<file path="src/rtl/mult_div_seq_pkg.sv">
// mult_div_seq_pkg: shared FSM encoding, op codes and iteration constants for mult_div_seq
package mult_div_seq_pkg;
    typedef enum logic [1:0] {IDLE, RUN, FINISH, ZERO} state_t;
    localparam logic OP_MULT = 1'b0;
    localparam logic OP_DIV = 1'b1;
    localparam int ITERATIONS = 32;
    localparam int CNT_W = 6;
    function automatic logic [31:0] mag(input logic [31:0] v);
        return v[31] ? -v : v;
    endfunction
endpackage

</file>
<file path="src/rtl/mult_div_seq.sv">
// mult_div_seq: sequential signed 32x32 Booth multiplier / restoring divider writing HI/LO
// Ports:
//   clk, reset              rising-edge clock, async active-high reset
//   start, op, a_in, b_in   request (sampled in IDLE), 0=MULT 1=DIV, signed operands
//   busy, done, div0        in-progress flag, completion pulse, divide-by-zero pulse
//   hilo_write, hi_out, lo_out  HI/LO write strobe and registered results
module mult_div_seq
    import mult_div_seq_pkg::*;
(
    input  logic        clk,
    input  logic        reset,
    input  logic        start,
    input  logic        op,
    input  logic [31:0] a_in,
    input  logic [31:0] b_in,
    output logic        busy,
    output logic        done,
    output logic        div0,
    output logic        hilo_write,
    output logic [31:0] hi_out,
    output logic [31:0] lo_out
);
    state_t state_q;
    logic [CNT_W-1:0] cnt_q;
    logic [32:0] acc_q, acc_d, sum, rsh;
    logic [31:0] q_q, q_d, m_q, hi_d, lo_d;
    logic q1_q, q1_d, op_q, sa_q, sb_q, ge;
    // acc is one bit wider than the operands so Booth add/sub with -2^31 cannot overflow
    // and the divider's shifted remainder always fits
    always_comb begin
        sum = ({q_q[0], q1_q} == 2'b01) ? acc_q + {m_q[31], m_q} :
              ({q_q[0], q1_q} == 2'b10) ? acc_q - {m_q[31], m_q} : acc_q;
        rsh = {acc_q[31:0], q_q[31]};
        ge = rsh >= {1'b0, m_q};
        acc_d = (op_q == OP_MULT) ? {sum[32], sum[32:1]} : (ge ? rsh - {1'b0, m_q} : rsh);
        q_d = (op_q == OP_MULT) ? {sum[0], q_q[31:1]} : {q_q[30:0], ge};
        q1_d = (op_q == OP_MULT) ? q_q[0] : q1_q;
        // divider works on magnitudes; quotient sign is the xor, remainder follows the dividend
        hi_d = (op_q == OP_MULT) ? acc_d[31:0] : (sa_q ? -acc_d[31:0] : acc_d[31:0]);
        lo_d = (op_q == OP_MULT) ? q_d : ((sa_q ^ sb_q) ? -q_d : q_d);
    end
    always_ff @(posedge clk or posedge reset) begin
        if (reset) begin
            state_q <= IDLE;
            cnt_q <= '0;
            acc_q <= '0;
            q_q <= '0;
            m_q <= '0;
            q1_q <= 1'b0;
            op_q <= 1'b0;
            sa_q <= 1'b0;
            sb_q <= 1'b0;
            busy <= 1'b0;
            done <= 1'b0;
            div0 <= 1'b0;
            hilo_write <= 1'b0;
            hi_out <= '0;
            lo_out <= '0;
        end else begin
            done <= 1'b0;
            div0 <= 1'b0;
            hilo_write <= 1'b0;
            case (state_q)
                IDLE: if (start) begin
                    cnt_q <= '0;
                    acc_q <= '0;
                    q1_q <= 1'b0;
                    op_q <= op;
                    sa_q <= a_in[31];
                    sb_q <= b_in[31];
                    q_q <= (op == OP_DIV) ? mag(a_in) : b_in;
                    m_q <= (op == OP_DIV) ? mag(b_in) : a_in;
                    busy <= 1'b1;
                    if (op == OP_DIV && b_in == '0) begin
                        state_q <= ZERO;
                        done <= 1'b1;
                        div0 <= 1'b1;
                    end else begin
                        state_q <= RUN;
                    end
                end
                RUN: begin
                    acc_q <= acc_d;
                    q_q <= q_d;
                    q1_q <= q1_d;
                    cnt_q <= cnt_q + 1'b1;
                    if (cnt_q == CNT_W'(ITERATIONS - 1)) begin
                        state_q <= FINISH;
                        done <= 1'b1;
                        hilo_write <= 1'b1;
                        hi_out <= hi_d;
                        lo_out <= lo_d;
                    end
                end
                default: begin
                    state_q <= IDLE;
                    busy <= 1'b0;
                end
            endcase
        end
    end
endmodule

</file>
<file path="config.mk">
export PLATFORM = sky130hd
export DESIGN_NAME = mult_div_seq
export DESIGN_NICKNAME = d
export VERILOG_FILES = /design/src/rtl/mult_div_seq_pkg.sv /design/src/rtl/mult_div_seq.sv
export SDC_FILE = /design/constraint.sdc
export NUM_CORES = 1
export LEC_CHECK = 0
export BUFFER_PORTS_ARGS = -buffer_cell sky130_fd_sc_hd__buf_4
export CELL_PAD_IN_SITES_DETAIL_PLACEMENT = 1
export CELL_PAD_IN_SITES_GLOBAL_PLACEMENT = 2
export CORE_AREA = 8 8 259 199
export CTS_CLUSTER_SIZE = 24
export DETAILED_ROUTE_END_ITERATION = 12
export DIE_AREA = 0 0 267 207
export GPL_ROUTABILITY_DRIVEN = 0
export PLACE_DENSITY_LB_ADDON = 0.12
export SLEW_MARGIN = 20
export SYNTH_ARGS = -nofsm -noshare
export SYNTH_HDL_FRONTEND = slang
export SYNTH_SLANG_ARGS = --single-unit
export TNS_END_PERCENT = 30
</file>
<file path="constraint.sdc">
create_clock -name clk -period 12.6 [get_ports clk]
set_clock_uncertainty 0.15 [all_clocks]
set_input_delay 2.52 -clock clk [delete_from_list [all_inputs] [get_ports clk]]
set_output_delay 2.52 -clock clk [all_outputs]
set_load 0.01 [all_outputs]
</file>
# ---- Word-level counts from Yosys, hierarchy flattened
# Cells that the tools add are included.
dict set report classes {
  n_shift 0
  muxes 34
  magnitude_cmp 1
  n_bitwise 2
  reduce_logical 10
  n_eq_ne 7
  n_div 0
  n_mul 0
  addsub 8
}
# operator n
set op_table {}
lappend op_table {{2-to-1 mux 32 bit} 10}
lappend op_table {{2-to-1 mux 33 bit} 5}
lappend op_table {{negation 32 bit} 4}
lappend op_table {{case mux 33 bit (2 select lines)} 1}
lappend op_table {{case mux 32 bit (2 select lines)} 1}
lappend op_table {{adder 33 bit} 1}
lappend op_table {{greater-or-equal comparator 33 x 32 -> 1 bit} 1}
lappend op_table {{subtractor 33 x 32 -> 33 bit} 1}
lappend op_table {{subtractor 33 bit} 1}
lappend op_table {{zero test 32 bit} 1}
lappend op_table {{case mux 6 bit (2 select lines)} 1}
lappend op_table {{AND reduction 2 bit} 5}
lappend op_table {{2-to-1 mux 1 bit} 8}
lappend op_table {{adder 6 x 1 -> 6 bit (second input constant)} 1}
lappend op_table {{equality test 6 x 5 -> 1 bit (second input constant)} 1}
lappend op_table {{2-to-1 mux 2 bit} 3}
lappend op_table {{2-to-1 mux 6 bit} 1}
lappend op_table {{!= test 2 bit (second input constant)} 3}
lappend op_table {{case mux 1 bit (2 select lines)} 3}
lappend op_table {{equality test 2 x 1 -> 1 bit (second input constant)} 2}
lappend op_table {{case mux 2 bit (2 select lines)} 1}
lappend op_table {{AND reduction 3 bit} 1}
lappend op_table {{equality test 2 bit (second input constant)} 1}
lappend op_table {{zero test 2 bit} 1}
lappend op_table {{4 further kinds} 4}
dict set report word_totals {
  register_bits 177
  mem_bits_rw 0
  in_bits 68
  n_memories 0
  wordCells 77
  latch_bits 0
  romBits 0
}

# ---- Longest topological paths before layout
# Gate-level depths: netlist (run 1).
dict set report logic_depth {
  depth_word 7
  ltp_mapped 23
  ltp_nobuf 21
}

# ---- Least setup slack after synthesis (run 1)
# OpenSTA, ideal clock, no wires.
dict set report synth_path {
  path_kind {input to register}
  startpoint {input b_in[4]}
  endpoint {register m_q[23]}
  arrival_ps 5255
  setup_time_ps 76
  slack_ps 7119
  cell_stages 12
  path_cell_list {or3_1 nor3_1 nand3_1 or4_1 nand2b_1 or4_1 clkbuf_1 or3_1 o31ai_1 xnor2_1 mux2i_1 o21ai_1}
}
dict set report synth_between {
  elab_chain_len 3
}
# item line
set synth_rtl {}
lappend synth_rtl {{from (decl)} mult_div_seq.sv:15} ;# input logic [31:0] b_in,
lappend synth_rtl {{negation 32 bit} mult_div_seq_pkg.sv:9} ;# return v[31] ? -v : v;
lappend synth_rtl {{2-to-1 mux 32 bit} mult_div_seq_pkg.sv:9}
lappend synth_rtl {{2-to-1 mux 32 bit} mult_div_seq.sv:72} ;# m_q <= (op == OP_DIV) ? mag(b_in) : a_in;
lappend synth_rtl {{to (signal assigned)} mult_div_seq.sv:72}
lappend synth_rtl {{to (decl)} mult_div_seq.sv:26} ;# logic [31:0] q_q, q_d, m_q, hi_d, lo_d;
# Every way passes these cells.
# A chain may end at the register's enable or synchronous reset.

# ---- Final worst setup path (run 1)
dict set report layout_path {
  startpoint {register m_q[24]}
  endpoint {register lo_out[28]}
}
dict set report layout_between {
  elab_chain_len 5
}
# item line
set layout_rtl {}
lappend layout_rtl {{greater-or-equal comparator 33 x 32 -> 1 bit} mult_div_seq.sv:34} ;# ge = rsh >= {1'b0, m_q};
lappend layout_rtl {{2-to-1 mux 32 bit} mult_div_seq.sv:36} ;# q_d = (op_q == OP_MULT) ? {sum[0], q_q[31:1]} : {q_q[30:0], ge};
lappend layout_rtl {{negation 32 bit} mult_div_seq.sv:40} ;# lo_d = (op_q == OP_MULT) ? q_d : ((sa_q ^ sb_q) ? -q_d : q_d);
lappend layout_rtl {{2-to-1 mux 32 bit (2 in a row)} mult_div_seq.sv:40}
lappend layout_rtl {{to (signal assigned)} mult_div_seq.sv:92} ;# lo_out <= lo_d;
lappend layout_rtl {{to (decl)} mult_div_seq.sv:21} ;# output logic [31:0] lo_out
# Every way passes these cells.

==> run metrics, run 1 <==
outcome=finished, final reports clean; Post-CTS Setup Repair Bufs=0; biggest area consumer among synthesized cells=dfrtp_1; Least-Margin Pin Slew=1192 ps; top_reg_cell synth=dfrtp_1; TritonRoute pass-1 iters=5; Synth cell types=90; H-tree depth=4; Die Ht=207 um; Seq/Total Area, Yosys=24.26%; via count=19840; Starting Density=38.25%; most numerous cell in the Yosys netlist=nand2_1; Pwr Density=321.3 nW/um2; Rows=70; synth warn=0; NetSw=3.767 mW; FFs w/ async S/R, synth=100.0%; setup TNS=0 ps; CP arrival=6900 ps; Critical Path Sink Type=flip-flop; Via density=6.332; Syn Std Cell Area=18260 um2; switch share=57.73%; hold_ws=333.9 ps; largest net degree at the start of global routing=112; LEAKAGE=8.403 nW; Core Footprint=47730 um2; layout cells sized above 1=11.15%; Clock Power Share=9.1%; DPL Wire Length=65160 um; vias in the first global route=19600; RSZ-0062 raised after global routing=no; most common library cells after synthesis=nand2_1 (304), o21ai_0 (264), a21oi_1 (245); fin area=20310 um2; worst min path class=flip-flop to flip-flop; top cells by area, synth=dfrtp_1 (24%), o21ai_0 (7.2%), ha_1 (6.9%); Post-synth EDFFs=0; final critical-path required period=6655 ps; initial antenna violation count=5; cts repair resizes=0; clock sink total=177; synthesized area per cell=7.430 um2; # nets final=2643; Synth top area share=24.26%; Mapped Nets=2629; Final period util=52.82%; P&R area growth vs syn=11.24%; Worst slew margin=20.04%; Routed Antenna Nets=0; Placement Cell Area=19640 um2; Die X=267 um; Congestion Overflow GR=0; port bufs=135; sequential power share=16.9%; Setup crit start kind=flip-flop; clock-pin slew on the worst setup and hold paths=90 ps; Final Worst Setup Slack=5945 ps; worst skew pair latency=470 ps; Int Power=2.759 mW; Worst Path Max Fanout=10; Setup WS pre-CTS=6110 ps; number of synthesized register bits=177; Comb power frac=74.0%; CTS tree=built; Wirelength per Cell=26.97 um; Total Die Area=55270 um2; Highest Clock Rate=0.1503 GHz; maximum VDD drop=0.1379 mV; # setup viols final=0; Hold-fix buffers, CTS=0; Slew Viols, Final=0; Final Hold Violating Endpoints=0; All-Layer GR Usage=29.68%; WP data required=12850 ps; DRT iter0 DRCs=1721; synthesized instance count=2457; Post-Route WL=84490 um; clk buf depth=2; Ports=136; CTS Buf Count=17; Finished Core Util=42.55%; Max Cap Viol=0; global-route wire length before repair=127300 um; crit path kind=flip-flop to flip-flop; CTS root buffer=clkbuf_16; Post-route DRC=0
[power groups by stage]
stage	registers, mW	logic (mW)	clock network [mW]
floorplan	1.00	3.27	0
global placement	1.09	4.60	0
detailed placement	1.10	4.69	0
CTS	1.09	4.72	0.601
global route	1.13	5.20	0.617
finish	1.10	4.83	0.597
[cells by family after synthesis]
kind of cell	after synthesis	share of synthesized area [%]
adder cells (fa/ha/maj)	104	7.251
AO/OA/AOI/OAI	934	33.03
buffers and inverters	270	5.887
XOR/XNOR	134	6.429
multiplexers	53	3.036
flip-flops	177	24.26
AND/OR/NAND/NOR	785	20.10
[flip-flops by register name, summed over array words and instances (netlist names), 2 cells and up]
| name | cells |
|---|---|
| cnt_q | 6 |
| state_q | 2 |
| hi_out | 32 |
| lo_out | 32 |
| m_q | 32 |
| acc_q | 33 |
| q_q | 32 |
[path summary, 6_finish.rpt]
check | start | to | slack [ps] | cells past startpoint
hold reg to reg | lo_out[9] | lo_out[9] | 330 | 2
setup reg to reg | m_q[24] | lo_out[28] | 5940 | 21
max in group asynchronous | reset | acc_q[12] | 8810 | 3
setup / recovery | m_q[24] | lo_out[28] | 5940 | 21
min in group asynchronous | reset | q_q[15] | 1970 | 2
hold / removal | lo_out[9] | lo_out[9] | 330 | 2
[cell type report]
cell class / count / area (um2)
clock buffer: 17 / 425.4
tap: 648 / 810.8
inverter: 107 / 409.1
fill: 5910 / 27430
clock inverter: 15 / 209.0
timing repair buffer: 158 / 1206
multi-input combinational: 2010 / 12810
antenna: 1 / 2.502
sequential: 177 / 4433
[metrics by stage]
step / cells / power (mW)
finish: 3133 / 6.526
detailed placement: 3099 / 5.787
global route: 3132 / 6.953
CTS: 3131 / 6.412
global placement: 3099 / 5.684
floorplan: 2457 / 4.271
[cell usage in the layout (no fill, tap or decap), types with 38 or more instances in the layout]
cell,Yosys,final
buf_4,1,157
xnor2_1,55,54
a21o_1,38,38
ha_1,101,101
o21ai_0,264,264
inv_1,107,105
nand3_1,40,40
nor2_1,189,187
nand2_1,304,302
xor2_1,79,78
dfrtp_1,177,176
o31ai_1,49,49
a211oi_1,55,54
a21oi_1,245,245
nor3_1,54,54
[worst max-delay path, stage by stage, from the launching register on]
cell and delay (ps):
dfrtp_1 590, inv_1 140, ha_1 400, a21oi_1 290, nor4_1 90, a221oi_1 410, nand3_2 370, a211oi_1 460
nor2_1 130, inv_1 100, ha_1 200, o211ai_1 130, or2_2 340, or3_1 390, a2111oi_0 780, inv_1 170
nor3_1 560, a21oi_1 230, a21oi_1 250, xnor2_1 150, a21oi_1 80, o21ai_0 170
[per-layer routing]
layer  vias up  share of wire, %  track usage [%]
li1       9041                 -                -
met1      9969                47            43.46
met2       711                43            44.64
met3       115               6.8            4.972
met4         2               2.5            7.589
met5         -             0.014                0
No activity file was read; power rests on OpenSTA's default activity.
==> run 2, diff against run 1 <==
--- a/config.mk
+++ b/config.mk
@@ -8,10 +8,10 @@
 export BUFFER_PORTS_ARGS = -buffer_cell sky130_fd_sc_hd__buf_4
 export CELL_PAD_IN_SITES_DETAIL_PLACEMENT = 1
 export CELL_PAD_IN_SITES_GLOBAL_PLACEMENT = 2
-export CORE_AREA = 8 8 259 199
+export CORE_AREA = 8 8 270 207
 export CTS_CLUSTER_SIZE = 24
 export DETAILED_ROUTE_END_ITERATION = 12
-export DIE_AREA = 0 0 267 207
+export DIE_AREA = 0 0 278 215
 export GPL_ROUTABILITY_DRIVEN = 0
 export PLACE_DENSITY_LB_ADDON = 0.12
 export SLEW_MARGIN = 20
==> constraint.sdc (replaced) <==
create_clock -name clk -period 6.7 [get_ports clk]
set_clock_uncertainty 0.15 [all_clocks]
set_input_delay 1.34 -clock clk [delete_from_list [all_inputs] [get_ports clk]]
set_output_delay 1.34 -clock clk [all_outputs]
set_load 0.01 [all_outputs]
==> run 2 against run 1 <==
Global-route usage is 1.5 points lower. Fmax is 11% higher. Wire length is 3.0% higher. Via count is 0.61% higher. Die area is 8.1% higher. Sequential power is 87% higher. Clock power is 81% higher. Register-to-register slack worse by 5300 ps. Combinational power is 93% higher. Critical endpoint unchanged. Largest power group unchanged. Highest routed layer unchanged.
==> run metrics, run 2 (same netlist as run 1, synthesis figures left out) <==
Wirelength per Cell=27.40 um; Via density=6.284; global-route wire length before repair=130800 um; Congestion Overflow GR=0; via count=19960; Inserted Diodes=0; outcome=finished, final reports clean; Tot Pwr=12.45 mW; Slew Viols, Final=0; WP data required=6930 ps; commonest non-fill, non-tap cells in the layout=nand2_1 (302), o21ai_0 (264), a21oi_1 (245), nor2_1 (187), dfrtp_1 (176); Die X=278 um; Starting Density=35.19%; Final Worst Setup Slack=693.3 ps; slowest library cell on the worst path=a2111oi_1; Max Cap Viol=0; clock-pin slew on the worst setup and hold paths=80 ps; Non-Filler Instances=3176; Hold Startpoint=lo_out[8]; Largest Register=acc_q; Pwr Density=608.4 nW/um2; max reg flops=33; Worst Path Max Fanout=10; Critical Path Source=acc_q[24]; Core Footprint=51880 um2; Finished Core Util=39.45%; CTS Buf Count=17; critical path buffer and inverter count=2; DPL Wire Length=67890 um; commonest non-fill, non-tap cell in the layout=nand2_1; Total Die Area=59770 um2; All-Layer GR Usage=28.16%; CTS root buffer=clkbuf_16; TritonRoute pass-1 iters=5; CP arrival=6240 ps; largest net degree at the start of global routing=88; Least-Margin Pin Slew=1344 ps; Final period util=89.65%; port bufs=135; layout cells sized above 1=11.72%; worst min path class=flip-flop to flip-flop; hold_ws=334.4 ps; Setup WS pre-CTS=631.5 ps; Die Ht=215 um; fin area=20470 um2; CTS tree=built; Critical Path Sink Type=flip-flop; Post-Route WL=87010 um; worst skew pair latency=480 ps; maximum VDD drop=0.1916 mV; Placement Cell Area=19820 um2; LEAKAGE=8.470 nW; final critical-path required period=6007 ps; Ports=136; # nets final=2660; Routed Antenna Nets=0; Cell Count Post-Placement=3144; Post-route DRC=0; H-tree depth=4; crit path kind=flip-flop to flip-flop; multi-input logic area=12820 um2; RSZ-0062 raised after global routing=no; FF+latch area=4433 um2; CP cell instances=ha_1 -> nand4_4 -> nor3_1 -> a221oi_1 -> nand3_2 -> a211oi_1 -> nor2_1 -> inv_1 -> ha_1 -> o211ai_1 -> or2_2 -> or3_1 -> a2111oi_1 -> inv_1 -> nor3_1 -> a21oi_1 -> a21oi_1 -> xnor2_1 -> a21oi_1 -> o21ai_0; vias in the first global route=19880; Hold-fix buffers, CTS=0; Worst slew margin=9.856%; initial antenna violation count=3; DRT iter0 DRCs=1831; P&R area growth vs syn=12.11%; # setup viols final=0; Rows=73; clk buf depth=2; Final Hold Violating Endpoints=0; Top delay family on crit path=compound AO/OA/AOI/OAI gates; setup TNS=0 ps; clock sink total=177; fillers=6458; Critical R2R Launch=acc_q[24]; Top cell by count, worst path=a21oi_1; Highest Clock Rate=0.1665 GHz; Setup crit start kind=flip-flop; CP max stage delay=570 ps
-- run 2: what timing repair did --
item	CTS	global route
setup buffers	0	0
resized for setup	0	1
endpoints found under the setup margin	0	2
-- run 2: worst paths after layout --
| path | to | slack [ps] | cells past startpoint |
|---|---|---|---|
| worst max-delay path | lo_out[28] | 690 | 20 |
| worst min-delay path | lo_out[8] | 330 | 2 |
| worst max register to register | lo_out[28] | 690 | 20 |
| worst min register to register | lo_out[8] | 330 | 2 |
| max in group asynchronous | m_q[12] | 4410 | 3 |
| min in group asynchronous | lo_out[15] | 730 | 2 |
-- run 2: final cells by class --
| cell class | instances | area share, % |
|---|---|---|
| multi-input combinational | 2010 | 62.65 |
| sequential | 177 | 21.66 |
| timing repair buffer | 175 | 6.480 |
| tap | 675 | 4.126 |
| clock buffer | 17 | 2.078 |
| inverter | 107 | 1.999 |
| clock inverter | 15 | 1.009 |
-- run 2: per-layer routing --
layer	track usage, %	vias up	share of wire (%)	routed length [um]
li1	-	9081	-	-
met1	41.51	10000	48	41910
met2	41.67	752	42	36750
met3	5.013	121	7.0	6084
met4	7.690	4	2.6	2242
met5	0	-	0.030	26
-- run 2: where the power goes --
group | total, mW | switching, mW | leakage [nW] | internal [mW]
combinational | 9.31 | 6.07 | 6.12 | 3.24
sequential | 2.06 | 0.587 | 2.05 | 1.48
clock | 1.08 | 0.569 | 0.294 | 0.512
total | 12.5 | 7.23 | 8.47 | 5.23
-- run 2: worst reg2reg max path, cell delays in order, from the launching register on --
cell and delay [ps]:
dfrtp_1 500, ha_1 480, nand4_4 190, nor3_1 90, a221oi_1 460, nand3_2 350
a211oi_1 400, nor2_1 130, inv_1 100, ha_1 200, o211ai_1 120, or2_2 330
or3_1 400, a2111oi_1 570, inv_1 180, nor3_1 490, a21oi_1 220, a21oi_1 200
xnor2_1 130, a21oi_1 80, o21ai_0 160
